$ cat src/rtl/seq_div32x16.sv
// Sequential restoring divider: 2*WIDTH-bit dividend by WIDTH-bit divisor, one quotient bit per cycle.
// Optional early overflow/divide-by-zero detection is enabled by defining DIV_OVF_CHECK_EN.
module seq_div32x16 #(
    parameter int WIDTH = 16
) (
    input  logic                 clk,
    input  logic                 rst,
    input  logic                 in_valid,
    output logic                 in_ready,
    input  logic [2*WIDTH-1:0]   A,
    input  logic [WIDTH-1:0]     B,
    output logic                 out_valid,
    input  logic                 out_ready,
    output logic [WIDTH-1:0]     Q,
    output logic [WIDTH-1:0]     Rm,
    output logic                 ovf
);

    localparam logic [1:0] ST_IDLE = 2'd0;
    localparam logic [1:0] ST_BUSY = 2'd1;
    localparam logic [1:0] ST_DONE = 2'd2;

    localparam int CW = $clog2(WIDTH + 1);
    localparam logic [CW-1:0] CNT_LAST = CW'(WIDTH - 1);

    logic [1:0]       state_q, state_d;
    logic [CW-1:0]    cnt_q, cnt_d;
    logic [WIDTH-1:0] rem_q, rem_d;
    // Low dividend half shifts out MSB-first while quotient bits shift in at the LSB.
    logic [WIDTH-1:0] lo_q, lo_d;
    logic [WIDTH-1:0] b_q, b_d;
    logic [WIDTH-1:0] q_q, q_d;
    logic [WIDTH-1:0] rm_q, rm_d;
    logic             ovf_q, ovf_d;
    logic             in_ready_q, in_ready_d;
    logic             out_valid_q, out_valid_d;

    logic [WIDTH:0]   trial_s;
    logic             ge_s;
    logic [WIDTH-1:0] diff_s;
    logic [WIDTH-1:0] rem_step_s;
    logic [WIDTH-1:0] lo_step_s;

    // One restoring step: shift in the next dividend bit, subtract the divisor when it fits.
    always_comb begin
        trial_s    = {rem_q, lo_q[WIDTH-1]};
        ge_s       = (trial_s >= {1'b0, b_q});
        diff_s     = trial_s[WIDTH-1:0] - b_q;
        rem_step_s = ge_s ? diff_s : trial_s[WIDTH-1:0];
        lo_step_s  = {lo_q[WIDTH-2:0], ge_s};
    end

    // Next-state and datapath control.
    always_comb begin
        state_d     = state_q;
        cnt_d       = cnt_q;
        rem_d       = rem_q;
        lo_d        = lo_q;
        b_d         = b_q;
        q_d         = q_q;
        rm_d        = rm_q;
        ovf_d       = ovf_q;
        case (state_q)
            ST_IDLE: begin
                if (in_valid) begin
                    rem_d   = A[2*WIDTH-1:WIDTH];
                    lo_d    = A[WIDTH-1:0];
                    b_d     = B;
                    cnt_d   = '0;
                    state_d = ST_BUSY;
`ifdef DIV_OVF_CHECK_EN
                    // High half >= divisor means the quotient cannot fit; also covers B == 0.
                    if (A[2*WIDTH-1:WIDTH] >= B) begin
                        state_d = ST_DONE;
                        q_d     = '1;
                        rm_d    = '1;
                        ovf_d   = 1'b1;
                    end else begin
                        state_d = ST_BUSY;
                    end
`endif
                end else begin
                    state_d = ST_IDLE;
                end
            end
            ST_BUSY: begin
                rem_d = rem_step_s;
                lo_d  = lo_step_s;
                if (cnt_q == CNT_LAST) begin
                    cnt_d   = '0;
                    state_d = ST_DONE;
                    q_d     = lo_step_s;
                    rm_d    = rem_step_s;
                    ovf_d   = 1'b0;
                end else begin
                    cnt_d   = cnt_q + CW'(1);
                    state_d = ST_BUSY;
                end
            end
            ST_DONE: begin
                if (out_ready) begin
                    state_d = ST_IDLE;
                end else begin
                    state_d = ST_DONE;
                end
            end
            default: begin
                state_d = ST_IDLE;
                cnt_d   = '0;
            end
        endcase
        in_ready_d  = (state_d == ST_IDLE);
        out_valid_d = (state_d == ST_DONE);
    end

    // State and result registers with synchronous reset.
    always_ff @(posedge clk) begin
        if (rst) begin
            state_q     <= ST_IDLE;
            cnt_q       <= '0;
            rem_q       <= '0;
            lo_q        <= '0;
            b_q         <= '0;
            q_q         <= '0;
            rm_q        <= '0;
            ovf_q       <= 1'b0;
            in_ready_q  <= 1'b1;
            out_valid_q <= 1'b0;
        end else begin
            state_q     <= state_d;
            cnt_q       <= cnt_d;
            rem_q       <= rem_d;
            lo_q        <= lo_d;
            b_q         <= b_d;
            q_q         <= q_d;
            rm_q        <= rm_d;
            ovf_q       <= ovf_d;
            in_ready_q  <= in_ready_d;
            out_valid_q <= out_valid_d;
        end
    end

    assign in_ready  = in_ready_q;
    assign out_valid = out_valid_q;
    assign Q         = q_q;
    assign Rm        = rm_q;
    assign ovf       = ovf_q;

endmodule

$ cat config.mk
export PLATFORM = sky130hd
export DESIGN_NAME = seq_div32x16
export DESIGN_NICKNAME = d
export VERILOG_FILES = /design/src/rtl/seq_div32x16.sv
export SDC_FILE = /design/constraint.sdc
export NUM_CORES = 1
export LEC_CHECK = 0
export CAP_MARGIN = 20
export CORE_ASPECT_RATIO = 0.7
export CORE_MARGIN = 8
export CORE_UTILIZATION = 54
export CTS_BUF_LIST = sky130_fd_sc_hd__clkbuf_2
export DETAILED_ROUTE_END_ITERATION = 16
export GPL_TIMING_DRIVEN = 0
export HOLD_SLACK_MARGIN = 0.03
export PLACE_DENSITY = 0.78
export SETUP_SLACK_MARGIN = 0.4
export SLEW_MARGIN = 0
export SYNTH_ARGS = -nofsm -noshare
export SYNTH_HDL_FRONTEND = slang
export SYNTH_SLANG_ARGS = --single-unit
$ cat constraint.sdc
create_clock -name clk -period 2.75 [get_ports clk]
set_input_delay 0.4125 -clock clk [delete_from_list [all_inputs] [get_ports clk]]
set_output_delay 0.4125 -clock clk [all_outputs]
set_load 0.1 [all_outputs]
# After elaboration in Yosys (flattened, before gate mapping)
# Cells that the tools add are included.
[word_totals]
reg_bits = 89
input_bits = 52
word_cells = 37
[op_classes]
add_sub_neg = 2
order_cmp = 1
eq_ne = 5
mux = 12
n_bitwise = 1
reduce_logical = 7
[ops]
columns = ["op", "n"]
rows = [
  ["16-bit case mux with 2 select lines", 2],
  ["16-bit 2-to-1 mux", 3],
  ["17-bit by 16-bit greater-or-equal comparator with 1-bit output", 1],
  ["16-bit subtractor", 1],
  ["5-bit case mux with 3 select lines", 1],
  ["5-bit 2-to-1 mux", 2],
  ["2-bit AND reduction", 4],
  ["2-bit case mux with 3 select lines", 1],
  ["5-bit by 1-bit adder with 5-bit output, second input constant", 1],
  ["5-bit by 4-bit equality test with 1-bit output, second input constant", 1],
  ["2-bit equality test, second input constant", 2],
  ["2-bit logical NOT", 2],
  ["2-bit 2-to-1 mux", 2],
  ["2-bit by 1-bit equality test with 1-bit output, second input constant", 1],
  ["2-bit inequality test, second input constant", 1],
  ["2-bit nonzero test", 1],
  ["1-bit 2-to-1 mux", 1],
  ["1-bit NOT", 1],
]

# Longest topological paths before layout
# Gate-level depths: netlist (run 1).
[depth]
depth_word = 4
mapped_depth = 11
ltp_nobuf = 11

# Worst setup path before layout (run 1)
# OpenSTA, ideal clock, no wires.
[synth_timing]
path_kind = "register to register"
startpoint = "register b_q[14]"
endpoint = "register rm_q[9] (netlist: Rm[9])"
arrival_time_ns = 2.157
setup_slack_ns = 0.504
path_stages_with_launch = 12
n_path_buf = 2
synth_period_minus_slack_ns = 2.246
path_cell_list = "dfxtp_1 inv_1 ha_1 buf_6 a21o_1 a211o_1 a21oi_4 inv_2 a21oi_4 buf_6 nand2_1 a311oi_2"
[synth_between]
elab_chain_cells = 2
[synth_rtl]
columns = ["element", "line_no", "text"]
rows = [
  ["from (decl)", "31", "logic [WIDTH-1:0] b_q, b_d;"],
  ["from (signal assigned)", "123", "b_q <= '0;"],
  ["from (signal assigned)", "134", "b_q <= b_d;"],
  ["17-bit by 16-bit greater-or-equal comparator with 1-bit output", "47", "ge_s = (trial_s >= {1'b0, b_q});"],
  ["16-bit 2-to-1 mux", "49", "rem_step_s = ge_s ? diff_s : trial_s[WIDTH-1:0];"],
  ["to (signal assigned)", "136", "rm_q <= rm_d;"],
  ["to (decl)", "33", "logic [WIDTH-1:0] rm_q, rm_d;"],
]
# No other way between the ends.
# A chain may end at the register's enable or synchronous reset.

# Worst setup path after layout (run 1)
[layout_timing]
startpoint = "register b_q[1]"
endpoint = "register rm_q[12] (netlist: Rm[12])"
[layout_between]
elab_chain_cells = 2
word_cells_on_any_way = 3
cone_classes = "add/sub (1); order compare (1); mux (1)"
[layout_rtl]
columns = ["element", "line_no"]
rows = [
  ["16-bit subtractor or 17-bit by 16-bit greater-or-equal comparator with 1-bit output (tied branches)", "48, 47"],
  ["16-bit 2-to-1 mux *", "49"],
]
# Mark *: on every way between the ends. The rest lies on a longest branch, timed or not.

==> run metrics, run 1 <==
outcome=finished, final reports clean; Pins Over Slew Limit=0; kind of critical path=flip-flop to flip-flop; P per Cell Area=687 nW/um2; DR vias/cell=6.13; I/O Pins=87; hold_buf cts=0; nets@finish=781; R2R setup slack=310 ps; Hold Startpoint=B[12]; Hold EP=b_q[12]; CTS tree=yes; synthesis-to-layout area growth=38.3%; CP top delay family=compound AO/OA/AOI/OAI gates; Synth area leaders=dfxtp_1, nand2_1, a21oi_1, a211oi_1, ha_1; Initial DRC Count=632; top sig layer=met4; CP required=3220 ps; cell taking the most area after synthesis=dfxtp_1; RePlAce Congestion=0.914; All-Layer GR Usage=0.265; vias after detailed routing=5125; Avg Cell Area, Syn=8.23 um2; Max stage delay cell, worst path=dfxtp_2; period utilization=0.888; Routed Antenna Nets=0; Post-Syn Nets=645; Yosys cell types=65; layout cell share with drive strength beyond 1=0.222; clock share of power=0.151; detailed placement HPWL=11.9 mm; RSZ-0062 raised after global routing=yes; min Tclk post-route=2440 ps; highest cell delay on the worst timing path=410 ps; core region area=8480 um2; H-tree Lvls=3; number of global-route vias before repair=4714; commonest cells after routing, fill and taps aside=nand2_1, dfxtp_1, a21oi_1, nor2_1, clkdlybuf4s50_1; CP startpoint kind=flip-flop; Worst Path Max Fanout=7; Fillers=633; port bufs=85; final WL=17.0 mm; EDFF count, synth=0; CP arrival=2910 ps; clk root buf=clkbuf_2; sequential area share after synthesis=0.376; sw power=1.86 mW; Reg-to-Reg Start=b_q[1]; WL met2=7.28 mm; clock sink count=89; synthesized flop and latch total=89; CP endpoint kind=flip-flop; largest net degree at the start of global routing=16; Die Width=128 um; asr flop ratio synth=0; ys flop type=dfxtp_1; Starting Density=0.558; Slew @ Worst Pin=1000 ps; sequential power share=0.328; M1 wire length=7.22 mm; clock buffer depth=2; Cells after Synth=575; first drt pass iteration count=5; initial antenna violation count=0; Cell Area, Synth=4730 um2; Die Y=94.3 um; worst r2r dst=Rm[12]; WL per Instance=20.3 um; grt total ovfl=0; worst skew pair latency=580 ps; setup_tns=0 ps; max_cap viols=0; final clock skew=17.8 ps; leakage power=2.55 nW; Reg clk slew, reported paths=240 ps; fmax=0.410 GHz; CP cell instances=inv_4 -> ha_4 -> nand2b_4 -> a211o_4 -> and2_4 -> o31ai_4 -> a21oi_4 -> buf_6 -> o211ai_1 -> a21oi_1; Pint=2.64 mW; FP Rows=28; Worst Hold Path Cells=3; Met3 Routed Length=2.10 mm; sw frac=0.412; Syn. warnings=0; cts bufs inserted=9; antenna cells=0; Die Area=12100 um2; Comb power frac=0.520; first-pass GRT wire length=25.1 mm; worst path bufs/invs=2; Synth top area share=0.376; fin cells=836; multi-input logic area=3040 um2; max_slew headroom=0.335; Worst IR Drop VDD=0.000470 V; Reg area=1820 um2; R2R cell count=10; hold crit path type=input port to flip-flop; most common cell after layout, fill and taps aside=nand2_1; Setup Viol. Count Final=0; Fin. Hold Viols=0; detailed-route DRC error count=0; placed cells=780
Yosys cell counts, types with 6 or more instances:
| cell | instances |
|---|---|
| dfxtp_1 | 89 |
| nand2_1 | 89 |
| a21oi_1 | 62 |
| nor2_1 | 52 |
| a211oi_1 | 37 |
| clkbuf_1 | 24 |
| inv_1 | 19 |
| mux2i_1 | 19 |
| ha_1 | 17 |
| nand3_1 | 15 |
| o21ai_0 | 15 |
| and2_1 | 8 |
| a22oi_1 | 7 |
| nor3_1 | 7 |
| xnor2_1 | 7 |
| nand2b_1 | 6 |
through the flow:
stage                     cell area [um2]  setup slack [ps]  hold WS [ps]  utilization  total power, mW
after floorplan                      4730               504           436            -             2.58
after global placement               5740              4.60           443        0.677             3.00
after detailed placement             5740              9.37           446        0.677             3.02
after CTS                            6180               400           341        0.729             4.08
after global routing                 6550               273           332        0.773             4.68
final                                6550               309           344        0.773             4.50
cells by family (layout without fill, tap and decap cells):
kind of cell,count (synthesis),count (layout),synth area share
fa+ha+maj,18,18,0.0492
xor+xnor,11,11,0.0203
other cells,1,1,0.000792
simple gates,204,204,0.193
flops,89,89,0.376
compound gates,175,176,0.260
buf+inv,57,197,0.0584
mux,20,20,0.0425
per-layer routing:
| layer | up-vias | track usage |
|---|---|---|
| li1 | 2340 | - |
| met1 | 2385 | 0.360 |
| met2 | 346 | 0.380 |
| met3 | 54 | 0.0974 |
| met4 | 0 | 0.0906 |
| met5 | - | 0 |
worst reg2reg max path, stage by stage (launching register included):
cell and delay [ps]:
dfxtp_2 410, inv_4 50, ha_4 270, nand2b_4 60, a211o_4 370, and2_4 160
o31ai_4 340, a21oi_4 160, buf_6 180, o211ai_1 230, a21oi_1 110
worst max-delay path by stage:
stage          slack, ps  cells after the start  startpoint       end
2_1_floorplan        500                     11     b_q[14]     Rm[9]
3_3_place_gp           5                      9    lo_q[15]  rem_q[5]
3_5_place_dp           9                      9    lo_q[15]  rem_q[5]
4_1_cts              400                     10      b_q[1]     Rm[7]
5_1_grt              270                     10      b_q[1]    Rm[12]
6_report             310                     10      b_q[1]    Rm[12]
registers in the layout, summed over array words and instances, names as in the netlist:
register,cells
Q,16
Rm,16
b_q,16
lo_q,16
rem_q,16
cnt_q,5
state_q,2
in_ready,1
out_valid,1
layout make-up:
type / instances / share of cell area
Buffer: 37 / 0.0317
Clock buffer: 9 / 0.00688
Clock inverter: 7 / 0.0105
Inverter: 20 / 0.0122
Multi-Input combinational cell: 430 / 0.464
Sequential cell: 89 / 0.278
Tap cell: 120 / 0.0229
Timing Repair Buffer: 124 / 0.173
power groups by stage:
stage | combinational [mW] | clock, mW | sequential [mW]
finish | 2.34 | 0.681 | 1.48
CTS | 1.93 | 0.680 | 1.47
detailed placement | 1.55 | 0 | 1.48
global route | 2.46 | 0.733 | 1.48
global placement | 1.53 | 0 | 1.47
floorplan | 1.12 | 0 | 1.46
repair_timing:
item	in CTS	in global routing
hold endpoints to repair	0	0
gates resized for setup	78	70
pin swaps	14	34
buffers inserted	17	21
setup endpoints to repair	68	32
cloned	2	0
(Power assumes the default switching activity.)
==> run 2: changes to the inputs <==
--- a/config.mk
+++ b/config.mk
@@ -5,6 +5,7 @@
 export SDC_FILE = /design/constraint.sdc
 export NUM_CORES = 1
 export LEC_CHECK = 0
+export ABC_AREA = 0
 export CAP_MARGIN = 20
 export CORE_ASPECT_RATIO = 0.7
 export CORE_MARGIN = 8
==> results of run 2 <==
Final layout, timing and power as in run 1 (identical DEF).
==> run 3: changes to the inputs <==
--- a/config.mk
+++ b/config.mk
@@ -10,7 +10,7 @@
 export CORE_ASPECT_RATIO = 0.7
 export CORE_MARGIN = 8
 export CORE_UTILIZATION = 54
-export CTS_BUF_LIST = sky130_fd_sc_hd__clkbuf_2
+export CTS_BUF_LIST = sky130_fd_sc_hd__clkbuf_8
 export DETAILED_ROUTE_END_ITERATION = 16
 export GPL_TIMING_DRIVEN = 0
 export HOLD_SLACK_MARGIN = 0.03
==> run 3 against run 2 <==
  * Die area stayed put
  * Largest cell class unchanged
  * Via count shrank 1.5%
  * Design area rose by 1.7%
  * Largest power group unchanged
  * Clock power grew 36%
  * First-iteration DRC count is 4.1% lower
  * Utilization increased by 1.3 points
==> run metrics, run 3 (synthesis gave the netlist of run 1 again) <==
antenna cells=0 (unchanged); cts bufs inserted=9 (unchanged); Worst Path Max Fanout=5 (-2); Die Y=94.3 um (unchanged); nets@finish=779 (-0.26%); CP endpoint kind=flip-flop; worst skew pair latency=350 ps (-230 ps); multi-input logic area=3050 um2 (+0.29%); Setup Viol. Count Final=0 (unchanged); vias after detailed routing=5047 (-1.5%); Reg area=1820 um2 (-0.34%); synthesis-to-layout area growth=40.7%; All-Layer GR Usage=0.254 (-0.0118); largest net degree at the start of global routing=16 (unchanged); grt total ovfl=0 (unchanged); fin cells=834 (-0.24%); max_slew headroom=0.331 (-0.00452); H-tree Lvls=3 (unchanged); kind of critical path=flip-flop to flip-flop; final WL=16.5 mm (-2.9%); first drt pass iteration count=5 (unchanged); Reg clk slew, reported paths=90 ps (-150 ps); Hold Startpoint=b_q[9]; fmax=0.410 GHz (about the same); worst path bufs/invs=2 (unchanged); hold crit path type=flip-flop to flip-flop; Worst Setup SP=b_q[1]; number of global-route vias before repair=4546 (-3.6%); clock sink count=89 (unchanged); clock buffer depth=2 (unchanged); Slew @ Worst Pin=1000 ps (-0.333 ps); most common cell after layout, fill and taps aside=nand2_1; CP startpoint kind=flip-flop; DR vias/cell=6.05 (-1.3%); clk root buf=clkbuf_8; min Tclk post-route=2440 ps (-1.35 ps); first-pass GRT wire length=24.1 mm (-3.8%); layout cell share with drive strength beyond 1=0.220 (-0.00218); placed cells=780 (unchanged); Routed Antenna Nets=0 (unchanged); highest cell delay on the worst timing path=370 ps (-40 ps); CTS tree=yes; outcome=finished, final reports clean; port bufs=85 (unchanged); RSZ-0062 raised after global routing=yes; CP top delay family=compound AO/OA/AOI/OAI gates; CP required=2970 ps (-250 ps); setup_tns=0 ps (unchanged); commonest cells after routing, fill and taps aside=nand2_1, clkdlybuf4s50_1, dfxtp_1, a21oi_1, nor2_1; WL per Instance=19.8 um (-2.6%); detailed placement HPWL=11.9 mm (unchanged); Max stage delay cell, worst path=dfxtp_2; Pins Over Slew Limit=0 (unchanged); hold_buf cts=0 (unchanged); CP arrival=2660 ps (-250 ps); Fillers=610 (-3.6%); CP cell instances=inv_4 -> ha_4 -> nand2b_4 -> a211o_4 -> and2_4 -> o31ai_4 -> a21oi_4 -> buf_6 -> o211ai_1 -> a21oi_1; Initial DRC Count=606 (-4.1%); core region area=8480 um2 (unchanged); period utilization=0.887 (about the same); RePlAce Congestion=0.914 (unchanged); FP Rows=28 (unchanged); Die Area=12100 um2 (unchanged); Fin. Hold Viols=0 (unchanged); Starting Density=0.558 (unchanged); I/O Pins=87 (unchanged); Worst IR Drop VDD=0.000407 V (-13%); initial antenna violation count=0 (unchanged); detailed-route DRC error count=0 (unchanged); Reg-to-Reg Start=b_q[1]; leakage power=2.41 nW (-5.6%); max_cap viols=0 (unchanged); final clock skew=8.36 ps (-9.45 ps); Die Width=128 um (unchanged); P per Cell Area=699 nW/um2 (+1.8%)
==> run 3: changes by cell type in the layout (fill, tap and decap cells not counted), sizes merged <==
cell | previous run | this run
clkdlybuf4s50 | 51 | 85
dlygate4sd2 | 33 | 0
buf | 50 | 46
clkbuf | 34 | 36
a21oi | 65 | 66
clkdlybuf4s15 | 1 | 0
clkinv | 4 | 3
==> run 3: routing by layer <==
metal | global-route usage | up-vias | part of all wire
li1 | - | 2338 | -
met1 | 0.356 | 2386 | 0.44
met2 | 0.360 | 288 | 0.43
met3 | 0.0934 | 35 | 0.12
met4 | 0.0591 | 0 | 0.016
met5 | 0 | - | 0
==> run 3: cell type report <==
| type | instances | area share |
|---|---|---|
| inverters | 20 | 0.0120 |
| multi-input cells | 431 | 0.458 |
| well taps | 120 | 0.0225 |
| plain buffers | 37 | 0.0321 |
| repair buffers | 121 | 0.172 |
| flip-flops and latches | 89 | 0.273 |
| clock inverters | 6 | 0.00977 |
| clock buffers | 10 | 0.0207 |
==> run 3: worst paths after layout <==
path / endpoint / slack, ps / depth (start not counted)
setup / recovery: Rm[12] / 310 / 10
hold / removal: b_q[9] / 460 / 2
hold reg to reg: b_q[9] / 460 / 2
setup reg to reg: Rm[12] / 310 / 10
==> run 3: where the power goes <==
part / internal, mW / total, mW / switching [mW]
registers: 1.38 / 1.47 / 0.0973
logic: 1.01 / 2.26 / 1.25
clock network: 0.447 / 0.926 / 0.479
total: 2.83 / 4.66 / 1.83
==> run 3: worst min-delay path: cells and delay by family, from the launching register on <==
kind	cells	cell delay (ps)
flops	1	320
simple gates	1	50
compound gates	1	50
==> run 3: stage by stage <==
| stage | power [mW] | utilization | hold WS, ps | worst slack (ps) | area [um2] |
|---|---|---|---|---|---|
| 4_1_cts | 4.20 | 0.729 | 458 | 359 | 6180 |
| 5_1_grt | 4.84 | 0.786 | 473 | 294 | 6660 |
| 3_3_place_gp | 3.00 | 0.677 | 443 | 4.60 | 5740 |
| 3_5_place_dp | 3.02 | 0.677 | 446 | 9.37 | 5740 |
| 6_report | 4.66 | 0.786 | 458 | 310 | 6660 |
| 2_1_floorplan | 2.58 | - | 436 | 504 | 4730 |
==> run 3: repair_timing <==
| action | 4_1_cts | 5_1_grt |
|---|---|---|
| resized for setup | 26 | 82 |
| cloned | 1 | 3 |
| endpoints found under the hold margin | 0 | 0 |
| setup buffers | 9 | 25 |
| pin swaps | 10 | 37 |
| setup endpoints to repair | 34 | 32 |
==> variant 1: new RTL, config.mk and constraints of run 3 <==
The parameter `WIDTH` goes from 16 to 8.
--- a/src/rtl/seq_div32x16.sv
+++ b/src/rtl/seq_div32x16.sv
@@ -3,3 +3,3 @@
 module seq_div32x16 #(
-    parameter int WIDTH = 16
+    parameter int WIDTH = 8
 ) (
Interface: changed (resized A, B, Q and Rm); port bits go from 87 to 47. No check against the original RTL was run, so the function may have changed too.
==> variant 1 against run 3 <==
Routed wire length fell by 57%. Highest routed layer unchanged. Sequential cell count is 41 lower. Total power shrank 54%. Synthesized cell count down 43%. Setup slack improved by 0.20 ns. Sequential share of layout area is 2.1 points higher. Design area fell by 51%. Area after synthesis fell by 44%.
==> variant 1: results (changes against run 3) <==
# resized after CTS: 0 (-100%)
post-synthesis mux area share: 0.7569% (-3.5 points)
drt first-iter violations: 243 (-60%)
max_slew headroom: 34.48% (+1.4 points)
Leak: 1.198 nW (-50%)
routability cong.: 0.9156 (+0.20%)
post-synth cell types: 63 (-3.1%)
xor/xnor share of the synthesized area: 0.9934% (-1.0 points)
Max H-tree Level: 2 (-1)
CTS max path bufs: 2 (unchanged)
DP HPWL: 5.319 mm (-55%)
overall routing resource usage: 19.17% (-6.2 points)
CP Max Fanout: 2 (-3)
main area contributors after synthesis: dfxtp_1 36%, nor2_1 6.2%, a21oi_1 6.1%, nand2_1 5.5%, ha_1 4.3%
CTS root buffer: clkbuf_8
Switching Power: 818.0 uW (-55%)
FILL cells: 434 (-29%)
max incr delay on CP: 1.15 ns (+0.78 ns)
clock transition at the registers of the reported paths: 0.09 ns (about the same)
nets: 414 (-47%)
Synth Area in Compound Gates: 25.26% (-0.69 points)
Port Buf Inserts: 44 (-48%)
Largest delay share family, worst path: buffers and inverters
vias in the first global route: 2336 (-49%)
status: completed
post-synth net total: 363 (-44%)
Critical Path AT: 1.83 ns (-0.83 ns)
warnings from Yosys: 0 (unchanged)
most used flip-flop cell after synthesis: dfxtp_1
commonest cells in the netlist: 48 x dfxtp_1, 44 x nor2_1, 39 x nand2_1, 32 x a21oi_1
post-synthesis adder-cell area fraction: 5.014% (+0.099 points)
CP max-delay cell: clkdlybuf4s50_1
initial antenna violation count: 0 (unchanged)
pre-CTS WS: 0.5649 ns (+0.5555 ns)
first-pass GRT wire length: 11.21 mm (-54%)
Async SR Flop Fraction: 0% (unchanged)
share of layout cells above drive strength 1: 10.08% (-12 points)
Max IR drop VDD: 0.3035 mV (-25%)
Vias/cell: 5.738 (-5.2%)
Layout Skew: 0.004172 ns (-0.004185 ns)
Worst-Skew Late Latency: 0.31 ns (-0.04 ns)
Num CTS Buffers: 5 (-4)
Post-CTS Repair Setup Buffers: 0 (-9)
per-cell routed wire length: 15.96 um (-19%)
## variant 1: changes by cell type in the layout (fill, tap and decap cells not counted), sizes merged, moves of 8 or more
| cell | delta |
|---|---|
| clkdlybuf4s50 | -41 |
| buf | -32 |
| nand3 | -9 |
| o21ai | -13 |
| ha | -8 |
| mux2i | -17 |
| nand2 | -50 |
| clkbuf | -22 |
| a211oi | -32 |
| a21oi | -33 |
| dfxtp | -41 |
| and2 | -8 |
| inv | -10 |
| nor2 | -8 |
## variant 1: kinds of logic (layout without fill, tap and decap cells)
logic type                 Yosys count  in the layout
AOI/OAI and AO/OA                   90             90
xor gates and xnor gates             3              3
adders and majority gates           10             10
and+or+nand+nor                    138            138
DFF                                 48             48
muxes                                2              2
buffers and inverters               33             85
other                                1              1
## variant 1: power by group through the flow
stage / logic, mW / clock network (mW) / registers (mW)
after floorplan: 0.650 / 0 / 0.800
after global placement: 0.835 / 0 / 0.806
after detailed placement: 0.850 / 0 / 0.807
after CTS: 0.856 / 0.464 / 0.791
after global routing: 0.949 / 0.489 / 0.797
final: 0.874 / 0.456 / 0.794
## variant 1: through the flow
stage,total power [mW],hold slack (ns),cell area (sq um),util [%],cells
2_1_floorplan,1.449,0.4363,2645,-,325
3_3_place_gp,1.642,0.4429,3172,66.69,438
3_5_place_dp,1.657,0.4464,3172,66.69,438
4_1_cts,2.112,0.4593,3269,68.75,446
5_1_grt,2.234,0.4821,3269,68.75,446
6_report,2.123,0.4567,3269,68.75,446
## variant 1: cell type report
class / instances / area (sq um) / share of cell area (%)
Inverter: 11 / 41.29 / 1.263
Clock inverter: 2 / 15.01 / 0.4592
Timing Repair Buffer: 44 / 440.4 / 13.47
Tap cell: 69 / 86.33 / 2.641
Clock buffer: 6 / 82.58 / 2.526
Sequential cell: 48 / 960.9 / 29.39
Buffer: 22 / 122.6 / 3.750
Multi-Input combinational cell: 244 / 1520 / 46.50
## variant 1: path summary, 6_finish.rpt
check                       start                  to  slack (ns)  cells past startpoint
max reg2reg  lo_q[7]$_SDFFE_PP0P_  Rm[6]$_SDFFE_PP0P_        0.60                      8
min reg2reg     Q[1]$_SDFFE_PP0P_   Q[1]$_SDFFE_PP0P_        0.46                      2
min             Q[1]$_SDFFE_PP0P_   Q[1]$_SDFFE_PP0P_        0.46                      2
max            Rm[3]$_SDFFE_PP0P_               Rm[3]        0.51                      1
## variant 1: per-layer routing
metal	up-vias	track usage, %	share of wire, %
met1	1177	26.40	48
met5	-	0	0
met4	0	6.678	1.5
li1	1259	-	-
met2	112	28.41	42
met3	11	4.766	8.7
==> variant 2: new RTL, settings of run 3 <==
Made on the original files. `b_q` no longer has a reset.
--- a/src/rtl/seq_div32x16.sv
+++ b/src/rtl/seq_div32x16.sv
@@ -122,3 +122,2 @@
             lo_q        <= '0;
-            b_q         <= '0;
             q_q         <= '0;
@@ -133,3 +132,2 @@
             lo_q        <= lo_d;
-            b_q         <= b_d;
             q_q         <= q_d;
@@ -140,2 +138,6 @@
         end
+    end
+
+    always_ff @(posedge clk) begin
+        b_q <= b_d;
     end
Check against the original RTL: same outputs for any inputs over 10 cycles, from zero or initial values and one cycle with rst high; that may be too few to reach the edited logic, so the function may still have changed.
==> variant 2 against run 3 <==
Total power fell by 19%. Sequential power hardly changed. Design area down 0.11%. Area after synthesis up 2.0%. Non-clock buffer count down 6. Combinational power is 48% lower. Routed wire length up 4.0%. Clock skew is essentially flat. Setup slack worse by 0.14 ns. Sequential cell count stayed put. Largest cell class unchanged. Highest routed layer unchanged.
==> variant 2: results (changes against run 3) <==
FILL cells: 640 (+4.9%)
routability cong.: 0.9638 (+5.5%)
worst r2r src: b_q[0]$_DFFE_PP_
number of enable flip-flop cells after synthesis: 16 (+16)
final std cells w/o fill: 790 (-5.3%)
Leak: 2.520 nW (+4.7%)
post-synth net total: 612 (-5.1%)
DP HPWL: 11.47 mm (-3.3%)
drt first-iter violations: 804 (+33%)
placed cells: 750 (-3.8%)
share of layout cells above drive strength 1: 17.87% (-4.1 points)
PwrDens: 566.2 nW/um^2 (-19%)
inverter count: 22 (+10%)
minimum hold slack: 0.4581 ns (-0.00005000 ns)
Die W: 129.1 um (+0.89%)
first-pass GRT wire length: 24.66 mm (+2.3%)
fraction of area in multi-input gates: 43.16% (-2.6 points)
CP Max Fanout: 2 (-3)
commonest cells in the netlist: 73 x dfxtp_1, 46 x nand2_1, 45 x nor2_1, 38 x a21oi_1
main area contributors after synthesis: dfxtp_1 30%, edfxtp_1 9.9%, ha_1 4.4%, a211oi_1 4.2%, a21oi_1 3.9%
Vias/cell: 6.406 (+5.9%)
Seq area share: 29.26% (+2.0 points)
cells after synthesis: 542 (-5.7%)
max incr delay on CP: 0.42 ns (+0.05 ns)
# resized after CTS: 19 (-27%)
Port Buf Inserts: 84 (-1.2%)
per-cell routed wire length: 21.72 um (+9.8%)
Critical Path AT: 2.87 ns (+0.21 ns)
vias in the first global route: 4548 (+0.044%)
Max IR drop VDD: 0.3394 mV (-17%)
Worst-Skew Late Latency: 0.37 ns (+0.02 ns)
Hold EP: Q[4]$_SDFFE_PP0P_
max_slew headroom: 24.55% (-8.5 points)
status: completed
Worst R2R Path Depth: 9 (-1)
Signal buffers: 152 (-3.8%)
post-synth cell types: 63 (-3.1%)
variant 2: kinds of logic (layout without fill, tap and decap cells):
kind of cell	after synthesis	after routing	share of synthesized area [%]
other	1	1	0.07763
buffers and inverters	66	190	5.879
muxes	20	20	4.247
AOI/OAI and AO/OA	177	177	27.14
adders and majority gates	18	18	4.817
and+or+nand+nor	163	163	16.19
DFF	89	89	40.20
xor gates and xnor gates	8	8	1.450
variant 2: report_power, final:
group | total [mW] | switching (mW) | leakage, nW | internal [mW]
Combinational | 1.17 | 0.674 | 1.64 | 0.497
Clock | 1.13 | 0.502 | 0.128 | 0.626
Sequential | 1.47 | 0.0677 | 0.751 | 1.40
Total | 3.77 | 1.24 | 2.52 | 2.52
variant 2: routing by layer:
layer / vias up / GRT usage [%] / routed length [um]
li1: 2242 / - / -
met5: - / 0 / 0
met1: 2436 / 36.17 / 7288
met2: 324 / 38.38 / 7458
met4: 0 / 7.205 / 427
met3: 59 / 7.151 / 1982
